$ cat src/rtl/ex_operand_stage.sv
`default_nettype none
// ============================================================================
// Module   : ex_operand_stage
// Purpose  : ID/EX pipeline register and operand front end for the 64-bit ALU.
//            Captures decoded ID fields, decodes the ALU op_sel code at
//            capture time, resolves EX/MEM and MEM/WB forwarding for both
//            operands and flags load-use hazards back to ID.
// Ports    : clk, rst_n (sync, active-low)
//            id_*_i          decoded instruction fields from ID
//            stall_i/flush_i downstream hold / kill of EX contents
//            exmem_*_i       EX/MEM writeback forwarding source
//            memwb_*_i       MEM/WB writeback forwarding source
//            src1_o/src2_o/op_sel_o   ALU operands and operation code
//            ex_*_o          registered EX-stage control and store data
//            illegal_op_o    registered decode error
//            load_use_stall_o combinational ID hold request
// Revision : 1.0 - initial release
// ============================================================================
module ex_operand_stage #(
    parameter int XLEN  = 64,
    parameter int REG_W = 5
) (
    input  logic             clk,
    input  logic             rst_n,
    input  logic             id_valid_i,
    input  logic [REG_W-1:0] id_rs1_i,
    input  logic [REG_W-1:0] id_rs2_i,
    input  logic [REG_W-1:0] id_rd_i,
    input  logic [XLEN-1:0]  id_rs1_data_i,
    input  logic [XLEN-1:0]  id_rs2_data_i,
    input  logic [XLEN-1:0]  id_imm_i,
    input  logic             id_alu_src_i,
    input  logic [1:0]       id_alu_op_i,
    input  logic [2:0]       id_funct3_i,
    input  logic             id_funct7_b5_i,
    input  logic             id_reg_write_i,
    input  logic             id_mem_read_i,
    input  logic             id_mem_write_i,
    input  logic             stall_i,
    input  logic             flush_i,
    input  logic             exmem_reg_write_i,
    input  logic [REG_W-1:0] exmem_rd_i,
    input  logic [XLEN-1:0]  exmem_result_i,
    input  logic             memwb_reg_write_i,
    input  logic [REG_W-1:0] memwb_rd_i,
    input  logic [XLEN-1:0]  memwb_result_i,
    output logic             ex_valid_o,
    output logic [XLEN-1:0]  src1_o,
    output logic [XLEN-1:0]  src2_o,
    output logic [3:0]       op_sel_o,
    output logic [XLEN-1:0]  ex_rs2_data_o,
    output logic [REG_W-1:0] ex_rd_o,
    output logic             ex_reg_write_o,
    output logic             ex_mem_read_o,
    output logic             ex_mem_write_o,
    output logic             illegal_op_o,
    output logic             load_use_stall_o
);

    localparam logic [3:0] C_OP_AND = 4'd0;
    localparam logic [3:0] C_OP_OR  = 4'd1;
    localparam logic [3:0] C_OP_ADD = 4'd2;
    localparam logic [3:0] C_OP_SUB = 4'd6;
    localparam logic [3:0] C_OP_SLT = 4'd7;
    localparam logic [3:0] C_OP_NOR = 4'd12;

    // EX-stage state
    logic             ex_valid_q,     ex_valid_d;
    logic [REG_W-1:0] ex_rs1_q,       ex_rs1_d;
    logic [REG_W-1:0] ex_rs2_q,       ex_rs2_d;
    logic [REG_W-1:0] ex_rd_q,        ex_rd_d;
    logic [XLEN-1:0]  ex_rs1_data_q,  ex_rs1_data_d;
    logic [XLEN-1:0]  ex_rs2_data_q,  ex_rs2_data_d;
    logic [XLEN-1:0]  ex_imm_q,       ex_imm_d;
    logic             ex_alu_src_q,   ex_alu_src_d;
    logic [3:0]       op_sel_q,       op_sel_d;
    logic             illegal_q,      illegal_d;
    logic             reg_write_q,    reg_write_d;
    logic             mem_read_q,     mem_read_d;
    logic             mem_write_q,    mem_write_d;

    logic [3:0]       w_op_sel;
    logic             w_illegal;
    logic             w_load_use;
    logic [XLEN-1:0]  w_fwd_rs1;
    logic [XLEN-1:0]  w_fwd_rs2;

    // ALU control decode of the instruction currently in ID
    always_comb begin
        w_op_sel  = C_OP_ADD;
        w_illegal = 1'b0;
        case (id_alu_op_i)
            2'b00: w_op_sel = C_OP_ADD;
            2'b01: w_op_sel = C_OP_SUB;
            2'b11: w_op_sel = C_OP_NOR;
            default: begin
                case (id_funct3_i)
                    // funct7[5] only means SUB for register-register forms
                    3'b000: w_op_sel = (id_funct7_b5_i && !id_alu_src_i) ? C_OP_SUB : C_OP_ADD;
                    3'b111: w_op_sel = C_OP_AND;
                    3'b110: w_op_sel = C_OP_OR;
                    3'b010: w_op_sel = C_OP_SLT;
                    default: begin
                        w_op_sel  = C_OP_ADD;
                        w_illegal = 1'b1;
                    end
                endcase
            end
        endcase
    end

    // rs2 of an immediate-form instruction is only a real read for stores
    assign w_load_use = ex_valid_q && mem_read_q && (ex_rd_q != '0) && id_valid_i &&
                        ((id_rs1_i == ex_rd_q) ||
                         ((!id_alu_src_i || id_mem_write_i) && (id_rs2_i == ex_rd_q)));

    // Next-state: flush beats stall, stall beats the load-use bubble
    always_comb begin
        ex_valid_d    = ex_valid_q;
        ex_rs1_d      = ex_rs1_q;
        ex_rs2_d      = ex_rs2_q;
        ex_rd_d       = ex_rd_q;
        ex_rs1_data_d = ex_rs1_data_q;
        ex_rs2_data_d = ex_rs2_data_q;
        ex_imm_d      = ex_imm_q;
        ex_alu_src_d  = ex_alu_src_q;
        op_sel_d      = op_sel_q;
        illegal_d     = illegal_q;
        reg_write_d   = reg_write_q;
        mem_read_d    = mem_read_q;
        mem_write_d   = mem_write_q;
        if (flush_i || (!stall_i && (w_load_use || !id_valid_i))) begin
            // Bubble: kill control only, data fields are left untouched
            ex_valid_d  = 1'b0;
            illegal_d   = 1'b0;
            reg_write_d = 1'b0;
            mem_read_d  = 1'b0;
            mem_write_d = 1'b0;
        end else if (!stall_i) begin
            ex_valid_d    = 1'b1;
            ex_rs1_d      = id_rs1_i;
            ex_rs2_d      = id_rs2_i;
            ex_rd_d       = id_rd_i;
            ex_rs1_data_d = id_rs1_data_i;
            ex_rs2_data_d = id_rs2_data_i;
            ex_imm_d      = id_imm_i;
            ex_alu_src_d  = id_alu_src_i;
            op_sel_d      = w_op_sel;
            illegal_d     = w_illegal;
            reg_write_d   = id_reg_write_i;
            mem_read_d    = id_mem_read_i;
            mem_write_d   = id_mem_write_i;
        end
    end

    always_ff @(posedge clk) begin
        if (!rst_n) begin
            ex_valid_q    <= 1'b0;
            ex_rs1_q      <= '0;
            ex_rs2_q      <= '0;
            ex_rd_q       <= '0;
            ex_rs1_data_q <= '0;
            ex_rs2_data_q <= '0;
            ex_imm_q      <= '0;
            ex_alu_src_q  <= 1'b0;
            op_sel_q      <= '0;
            illegal_q     <= 1'b0;
            reg_write_q   <= 1'b0;
            mem_read_q    <= 1'b0;
            mem_write_q   <= 1'b0;
        end else begin
            ex_valid_q    <= ex_valid_d;
            ex_rs1_q      <= ex_rs1_d;
            ex_rs2_q      <= ex_rs2_d;
            ex_rd_q       <= ex_rd_d;
            ex_rs1_data_q <= ex_rs1_data_d;
            ex_rs2_data_q <= ex_rs2_data_d;
            ex_imm_q      <= ex_imm_d;
            ex_alu_src_q  <= ex_alu_src_d;
            op_sel_q      <= op_sel_d;
            illegal_q     <= illegal_d;
            reg_write_q   <= reg_write_d;
            mem_read_q    <= mem_read_d;
            mem_write_q   <= mem_write_d;
        end
    end

    // Forwarding: the younger EX/MEM result wins over MEM/WB; x0 never forwards
    always_comb begin
        if (exmem_reg_write_i && (exmem_rd_i != '0) && (exmem_rd_i == ex_rs1_q))
            w_fwd_rs1 = exmem_result_i;
        else if (memwb_reg_write_i && (memwb_rd_i != '0) && (memwb_rd_i == ex_rs1_q))
            w_fwd_rs1 = memwb_result_i;
        else
            w_fwd_rs1 = ex_rs1_data_q;
    end

    always_comb begin
        if (exmem_reg_write_i && (exmem_rd_i != '0) && (exmem_rd_i == ex_rs2_q))
            w_fwd_rs2 = exmem_result_i;
        else if (memwb_reg_write_i && (memwb_rd_i != '0) && (memwb_rd_i == ex_rs2_q))
            w_fwd_rs2 = memwb_result_i;
        else
            w_fwd_rs2 = ex_rs2_data_q;
    end

    assign src1_o           = w_fwd_rs1;
    assign src2_o           = ex_alu_src_q ? ex_imm_q : w_fwd_rs2;
    assign ex_rs2_data_o    = w_fwd_rs2;
    assign op_sel_o         = op_sel_q;
    assign ex_valid_o       = ex_valid_q;
    assign ex_rd_o          = ex_rd_q;
    assign ex_reg_write_o   = reg_write_q;
    assign ex_mem_read_o    = mem_read_q;
    assign ex_mem_write_o   = mem_write_q;
    assign illegal_op_o     = illegal_q;
    assign load_use_stall_o = w_load_use;

endmodule
`default_nettype wire

$ cat config.mk
export PLATFORM = sky130hd
export DESIGN_NAME = ex_operand_stage
export DESIGN_NICKNAME = d
export VERILOG_FILES = /design/src/rtl/ex_operand_stage.sv
export SDC_FILE = /design/constraint.sdc
export NUM_CORES = 1
export LEC_CHECK = 0
export BUFFER_PORTS_ARGS = -buffer_cell sky130_fd_sc_hd__buf_2
export CORE_AREA = 2 2 219 221
export DETAILED_ROUTE_END_ITERATION = 12
export DIE_AREA = 0 0 221 223
export PLACE_DENSITY = 0.52
export SLEW_MARGIN = 20
export SYNTH_ARGS = -nofsm -noshare
export SYNTH_HDL_FRONTEND = slang
export SYNTH_SLANG_ARGS = --single-unit
$ cat constraint.sdc
create_clock -name clk -period 2.5 [get_ports clk]
set_clock_uncertainty 0.1 [all_clocks]
set_input_delay 0.375 -clock clk [delete_from_list [all_inputs] [get_ports clk]]
set_output_delay 0.375 -clock clk [all_outputs]
set_load 0.02 [all_outputs]
==> reports/qor.yml, run 1 <==
cts.sink_count: 217
r2r_slack_ns: 0.13
finalWorstSetupSlack_ns: -0.415
leakagePower_nw: 8.67
fin_cells: 2663
cts_root_buf: "clkbuf_16"
cts_buffers: 27
status: "complete, but fails checks"
grt_pass1_wl_mm: 85.2
timing.final.crit_share_pct: 117
synth_top_area_cell: "dfxtp_1"
core_area_sq_mm: 0.0471
rsz0062_at_grt: "true"
gr-total-overflow: 0
first_iter_violations: 921
dpl.hpwl_mm: 38.2
fmax_ghz: 0.343
fin_nets: 2385
worstSetupPathType: "reg2out"
area_delta_synth_final_pct: 95.7
clk_pin_slew_ns: 0.06
n_fill_cell: 4187
tightest_slew_ns: 0.631
synth_warnings: 0
maxCapViolations: 0
final_cell_area_sq_mm: 0.0223
drt_first_pass_iters: 5
drive_gt1_share_pct: 54.5
start_util_pct: 24.1
clockBufferDepth: 3
cts_tree: "built"
yosys.cell_types.count: 34
grt.total_usage_pct: 21.8
worstPathRequired_ns: 2.03
finalWirelength_mm: 58.1
min_path_cells: 2
drc: 0
cp_max_fo: 13
violations: "negative setup slack"
multi_input_comb_area_sq_mm: 0.00840
report.final.hold_viol_count: 0
min_from: "id_rs1_i[0]"
syn-instance-count: 1222
worstSetupEndpointType: "primary output"
cp-start-kind: "register"
p_per_area_mw_per_mm2: 444
htreeDepth: 1
dp_cells: 2365
synth_most_common_cell: "dfxtp_1"
worstPathArrival_ns: 2.44
hold_class: "in2reg"
clock_latency_ns: 0.54
avgSynthCellArea_sq_um: 9.31
relSlewSlack_pct: 57.9
place_area_sq_mm: 0.0160
grt_max_degree: 110
ys_seq_elements: 217
pin_count: 569
die_h_um: 223
r2r_cells: 6
synth_common_cells: "217 x dfxtp_1, 210 x a32o_1, 131 x mux2i_1, 69 x nor3_1"
die-area_sq_mm: 0.0493
numPortBuffers: 568
grt_pass1_vias: 14500
syn_nets: 1584
gp_congestion: 0.976
synth_edf_count: 0
synthesis.area_sq_mm: 0.0114
dominantRegCellSynth: "dfxtp_1"
routed-via-count: 14100
utilization_pct: 47.2
drtAntennaViolNets: 0
num_rows: 80
r2r_end: "op_sel_o[3]$_SDFFE_PN0P_"
final_max_slew_viol_count: 0
synth_top_area_share_pct: 38.2
vdd_drop_max_v: 0.000388
die_x_um: 221
synthArstFlopShare_pct: 0
synth_area_leaders: "dfxtp_1 38%, a32o_1 18%, mux2i_1 12%"
wire_per_inst_um: 21.8
hold_slack_ns: 0.0137
period_needed_ns: 2.92
r2r_start: "ex_rd_o[4]$_SDFFE_PN0P_"
finalSetupViolCount: 192
hold_end: "ex_rs1_q[0]$_SDFFE_PN0P_"
antenna_found_initial: 10
via_per_inst: 5.31
final-seq-area_sq_mm: 0.00436
synth.yosys.seq_area_share_pct: 38.2
power by group:
| part | internal, mW | switching (mW) |
|---|---|---|
| registers | 3.58 | 0.103 |
| clock network | 2.33 | 1.54 |
| logic | 1.17 | 1.17 |
| total | 7.08 | 2.81 |
flip-flops by register name, indices dropped and copies added (netlist names):
register / count
ex_alu_src_q: 1
ex_imm_q: 64
ex_mem_read_o: 1
ex_mem_write_o: 1
ex_rd_o: 5
ex_reg_write_o: 1
ex_rs1_data_q: 64
ex_rs1_q: 5
ex_rs2_data_q: 64
ex_rs2_q: 5
ex_valid_o: 1
illegal_op_o: 1
op_sel_o: 4
per-stage QoR:
step | total power [mW] | setup TNS, ns | setup slack, ns
2_1_floorplan | 4.58 | -4.00 | -0.162
3_3_place_gp | 5.36 | -47.50 | -0.384
3_5_place_dp | 5.38 | -49.55 | -0.395
4_1_cts | 9.81 | -70.72 | -0.455
5_1_grt | 10.3 | -83.01 | -0.550
6_report | 9.90 | -63.98 | -0.415
kinds of logic after synthesis:
logic type / count (synthesis) / synth area share, %
flops: 217 / 38.2
xor+xnor: 30 / 2.31
buf+inv: 207 / 9.38
simple gates: 218 / 8.39
mux: 131 / 11.5
compound gates: 419 / 30.2
what timing repair did:
| item | CTS | global route |
|---|---|---|
| hold buffers | 208 | 0 |
| pin swaps | 51 | 48 |
| endpoints found under the setup margin | 193 | 193 |
| setup buffers | 27 | 6 |
| gates cloned | 12 | 1 |
| resized for setup | 428 | 260 |
| hold endpoints to repair | 208 | 0 |
final cells by class:
class | instances | area share [%]
timing repair buffer | 912 | 34.1
antenna | 6 | 0.0674
sequential | 217 | 19.6
clock buffer | 39 | 3.47
clock inverter | 9 | 0.427
multi-input combinational | 798 | 37.7
inverter | 67 | 1.13
tap | 615 | 3.46
cell usage in the layout (no fill, tap or decap), types with 52 or more instances in the layout:
| cell type | Yosys | routed |
|---|---|---|
| a21oi_2 | 0 | 59 |
| a221oi_2 | 0 | 60 |
| a32o_1 | 210 | 210 |
| buf_2 | 43 | 406 |
| buf_4 | 8 | 135 |
| buf_6 | 26 | 98 |
| dfxtp_1 | 217 | 209 |
| dlygate4sd3_1 | 0 | 208 |
| inv_1 | 67 | 67 |
| mux2i_4 | 0 | 81 |
| nand2_1 | 67 | 67 |
| nor2_1 | 67 | 56 |
| nor3_2 | 0 | 52 |
worst max-delay path by stage:
stage | from | end | slack, ns
6_report | ex_rs2_q[1]$_SDFFE_PN0P_ | ex_rs2_data_o[61] | -0.42
5_1_grt | ex_rs2_q[1]$_SDFFE_PN0P_ | ex_rs2_data_o[61] | -0.55
4_1_cts | ex_rs2_q[3]$_SDFFE_PN0P_ | src2_o[42] | -0.46
3_5_place_dp | memwb_rd_i[1] | ex_rs2_data_o[30] | -0.40
3_3_place_gp | memwb_rd_i[1] | src2_o[45] | -0.38
2_1_floorplan | memwb_rd_i[1] | src1_o[24] | -0.16
layer usage:
| metal | global-route usage, % | part of all wire (%) |
|---|---|---|
| met1 | 26.3 | 39 |
| met2 | 38.1 | 49 |
| met3 | 3.81 | 7.0 |
| met4 | 9.20 | 4.5 |
| met5 | 0 | 0.059 |
worst max-delay path: stages, from the launching register on:
cell	delay (ns)
dfxtp_2	0.33
buf_4	0.13
xor2_1	0.16
nor3_1	0.17
buf_4	0.16
nand3_4	0.10
buf_12	0.19
buf_6	0.16
buf_4	0.14
a21oi_1	0.17
buf_4	0.18
Note: power is estimated with default switching activity, not from simulation.
==> inputs of run 2 (changes only) <==
--- a/config.mk
+++ b/config.mk
@@ -6,10 +6,10 @@
 export NUM_CORES = 1
 export LEC_CHECK = 0
 export BUFFER_PORTS_ARGS = -buffer_cell sky130_fd_sc_hd__buf_2
-export CORE_AREA = 2 2 219 221
+export CORE_AREA = 2 2 218 220
 export DETAILED_ROUTE_END_ITERATION = 12
-export DIE_AREA = 0 0 221 223
-export PLACE_DENSITY = 0.52
+export DIE_AREA = 0 0 220 222
+export PLACE_DENSITY = 0.54
 export SLEW_MARGIN = 20
 export SYNTH_ARGS = -nofsm -noshare
 export SYNTH_HDL_FRONTEND = slang
==> constraint.sdc (replaced) <==
create_clock -name clk -period 2.67 [get_ports clk]
set_clock_uncertainty 0.1 [all_clocks]
set_input_delay 0.4005 -clock clk [delete_from_list [all_inputs] [get_ports clk]]
set_output_delay 0.4005 -clock clk [all_outputs]
set_load 0.02 [all_outputs]
==> run 2 against run 1 <==
The run still ends with negative setup slack left. Final area up 1.8%. First-iteration DRC count increased by 6.6%. Sequential share of layout area shrank 0.33 points. Clock-buffer cell count is 1 higher. Clock power fell by 12%. Hold slack better by 0.029 ns. Global-route usage up 1.8 points. Utilization rose by 1.8 points. Combinational power down 3%. Setup slack got worse by 0.043 ns. Wire length grew 8.7%.
==> reports/qor.yml, run 2 (same netlist as run 1, synthesis figures left out) <==
status: "complete, but fails checks"  # unchanged
violations: "negative setup slack"  # unchanged
gr-usage-met3_pct: 5.09  # was 3.81%
fmax_ghz: 0.320
final_max_slew_viol_count: 0  # unchanged
drive_gt1_share_pct: 53.3  # was 54.5%
hold_class: "in2reg"  # unchanged
r2r_slack_ns: 0.41  # was 0.13 ns
area_delta_synth_final_pct: 99.3  # was 95.7%
grt_pass1_vias: 14400  # was 14500
final_cell_area_sq_mm: 0.0227  # was 0.0223 sq mm
first_iter_violations: 982  # was 921
min_from: "id_rs1_i[0]"  # unchanged
pin_count: 569  # unchanged
report.final.hold_viol_count: 0  # unchanged
grt.total_usage_pct: 23.6  # was 21.8%
p_per_area_mw_per_mm2: 402  # was 444 mW/mm^2
drt_first_pass_iters: 5  # unchanged
drc: 0  # unchanged
finalSetupViolCount: 192  # unchanged
cts_buffers: 27  # unchanged
die_x_um: 220  # was 221 um
grt_use_met2_pct: 39.6  # was 38.1%
final_common_cell: "buf_2"  # unchanged
clock_latency_ns: 0.55  # was 0.54 ns
hold_end: "ex_rs1_q[0]$_SDFFE_PN0P_"  # unchanged
start_util_pct: 24.6  # was 24.1%
routed-via-count: 14300  # was 14100
timing.final.crit_share_pct: 117
final_cell_mix: "388 x buf_2, 210 x a32o_1, 209 x dfxtp_1, 206 x dlygate4sd3_1, 156 x buf_4"  # was 406 x buf_2, 210 x a32o_1, 209 x dfxtp_1, 208 x dlygate4sd3_1, 135 x buf_4
cts.sink_count: 217  # unchanged
min_path_cells: 2  # unchanged
period_needed_ns: 3.13
rsz0062_at_grt: "true"  # unchanged
via_per_inst: 5.34  # was 5.31
cp_max_fo: 7  # was 13
grt_max_degree: 122  # was 110
drtAntennaViolNets: 0  # unchanged
hold_slack_ns: 0.0431  # was 0.0137 ns
r2r_cells: 6  # unchanged
relSlewSlack_pct: 53.5  # was 57.9%
tns_ns: -54.93  # was -63.98 ns
fin_nets: 2405  # was 2385
core_area_sq_mm: 0.0463  # was 0.0471 sq mm
gp_congestion: 0.936  # was 0.976
maxCapViolations: 0  # unchanged
finalWirelength_mm: 63.1  # was 58.1 mm
numPortBuffers: 568  # unchanged
r2r_start: "ex_rd_o[4]$_SDFFE_PN0P_"  # unchanged
worstSetupPathType: "in2out"  # was reg2out
antenna_found_initial: 15  # was 10
htreeDepth: 1  # unchanged
num_rows: 79  # was 80
die-area_sq_mm: 0.0488  # was 0.0493 sq mm
finalWorstSetupSlack_ns: -0.458  # was -0.415 ns
reg.largest.list: "ex_imm_q: 64 flops, ex_rs1_data_q: 64 flops, ex_rs2_data_q: 64 flops"  # unchanged
worstSetupEndpointType: "primary output"  # unchanged
pre_cts_ws_ns: -0.313  # was -0.395 ns
clockBufferDepth: 3  # unchanged
die_h_um: 222  # was 223 um
utilization_pct: 49.0  # was 47.2%
r2r_end: "ex_rs2_data_q[50]$_SDFFE_PN0P_"  # was op_sel_o[3]$_SDFFE_PN0P_
critPathSlowestCell: "or4_4"  # was dfxtp_2
fin_cells: 2676  # was 2663
cts_root_buf: "clkbuf_16"  # unchanged
wire_per_inst_um: 23.6  # was 21.8 um
path_cells: "buf_6 -> or4_4 -> o21a_1 -> and4_4 -> buf_8 -> buf_12 -> buf_16 -> mux2i_4 -> a221oi_2 -> buf_2"  # was buf_4 -> xor2_1 -> nor3_1 -> buf_4 -> nand3_4 -> buf_12 -> buf_6 -> buf_4 -> a21oi_1 -> buf_4
dpl.hpwl_mm: 38.0  # was 38.2 mm
tightest_slew_ns: 0.698  # was 0.631 ns
leakagePower_nw: 9.02  # was 8.67 nW
clk_pin_slew_ns: 0.06  # about the same
worstPathArrival_ns: 2.63  # was 2.44 ns
busiest_layer: "met2"  # unchanged
use_met1_pct: 29.2  # was 26.3%
total_power_mw: 9.11  # was 9.90 mW
dp_cells: 2349  # was 2365
cts_tree: "built"  # unchanged
gr-total-overflow: 0  # unchanged
vdd_drop_max_v: 0.000393  # was 0.000388 V
place_area_sq_mm: 0.0156  # was 0.0160 sq mm
cpPeakStageDelay_ns: 0.53  # was 0.33 ns
worstPathRequired_ns: 2.17  # was 2.03 ns
grt_pass1_wl_mm: 88.1  # was 85.2 mm
cp-start-kind: "input port"  # was register
n_fill_cell: 4081  # was 4187
[run 2: cell types whose count changed in the layout (fill, tap and decap cells not counted), sizes merged]
cell | previous run | this run
buf | 703 | 724
clkinv | 7 | 2
diode | 6 | 10
bufinv | 2 | 0
clkbuf | 40 | 42
dlygate4sd3 | 208 | 206
inv | 67 | 69
clkinvlp | 0 | 1
[run 2: worst max-delay path: cells and delay by family]
| family | cells | cell delay [ns] |
|---|---|---|
| AOI/OAI and AO/OA | 2 | 0.49 |
| buffers and inverters | 5 | 0.74 |
| and+or+nand+nor | 2 | 0.76 |
| muxes | 1 | 0.20 |
[run 2: routing by layer]
metal | part of all wire (%) | vias to the layer above | routed length, um
met2 | 48 | 680 | 30500
met5 | 0.086 | - | 54
met3 | 6.9 | 164 | 4330
met4 | 4.2 | 8 | 2650
li1 | - | 6417 | -
met1 | 41 | 7012 | 25600
[run 2: timing repair]
action                                  CTS  global route
gates cloned                             26             2
endpoints found under the hold margin   206             0
endpoints found under the setup margin  193           193
hold buffers                            206             0
buffers inserted                         46            12
pin swaps                                79            77
resized for setup                       492           305
[run 2: final cells by class]
class | instances | area, sq um | area share (%)
multi-input cells | 798 | 8450 | 37.3
clock inverters | 5 | 35.0 | 0.155
well taps | 607 | 759 | 3.35
clock buffers | 40 | 744 | 3.28
inverters | 67 | 251 | 1.11
diodes | 10 | 25.0 | 0.110
flip-flops and latches | 217 | 4360 | 19.2
repair buffers | 932 | 8040 | 35.5
[run 2: power breakdown]
| group | total (mW) | leakage [nW] | internal [mW] | switching, mW |
|---|---|---|---|---|
| Clock | 3.39 | 0.377 | 1.91 | 1.47 |
| Sequential | 3.44 | 1.77 | 3.35 | 0.0964 |
| Combinational | 2.27 | 6.87 | 1.14 | 1.14 |
| Total | 9.11 | 9.02 | 6.40 | 2.71 |
[run 2: how the worst max path moves through the flow]
| stage | startpoint | to | cells past startpoint |
|---|---|---|---|
| CTS | memwb_rd_i[3] | src2_o[31] | 10 |
| floorplan | memwb_rd_i[1] | src2_o[63] | 6 |
| detailed placement | memwb_rd_i[1] | ex_rs2_data_o[49] | 9 |
| finish | memwb_rd_i[2] | src2_o[40] | 10 |
| global placement | memwb_rd_i[1] | ex_rs2_data_o[49] | 9 |
| global route | ex_rs2_q[1]$_SDFFE_PN0P_ | src2_o[22] | 10 |
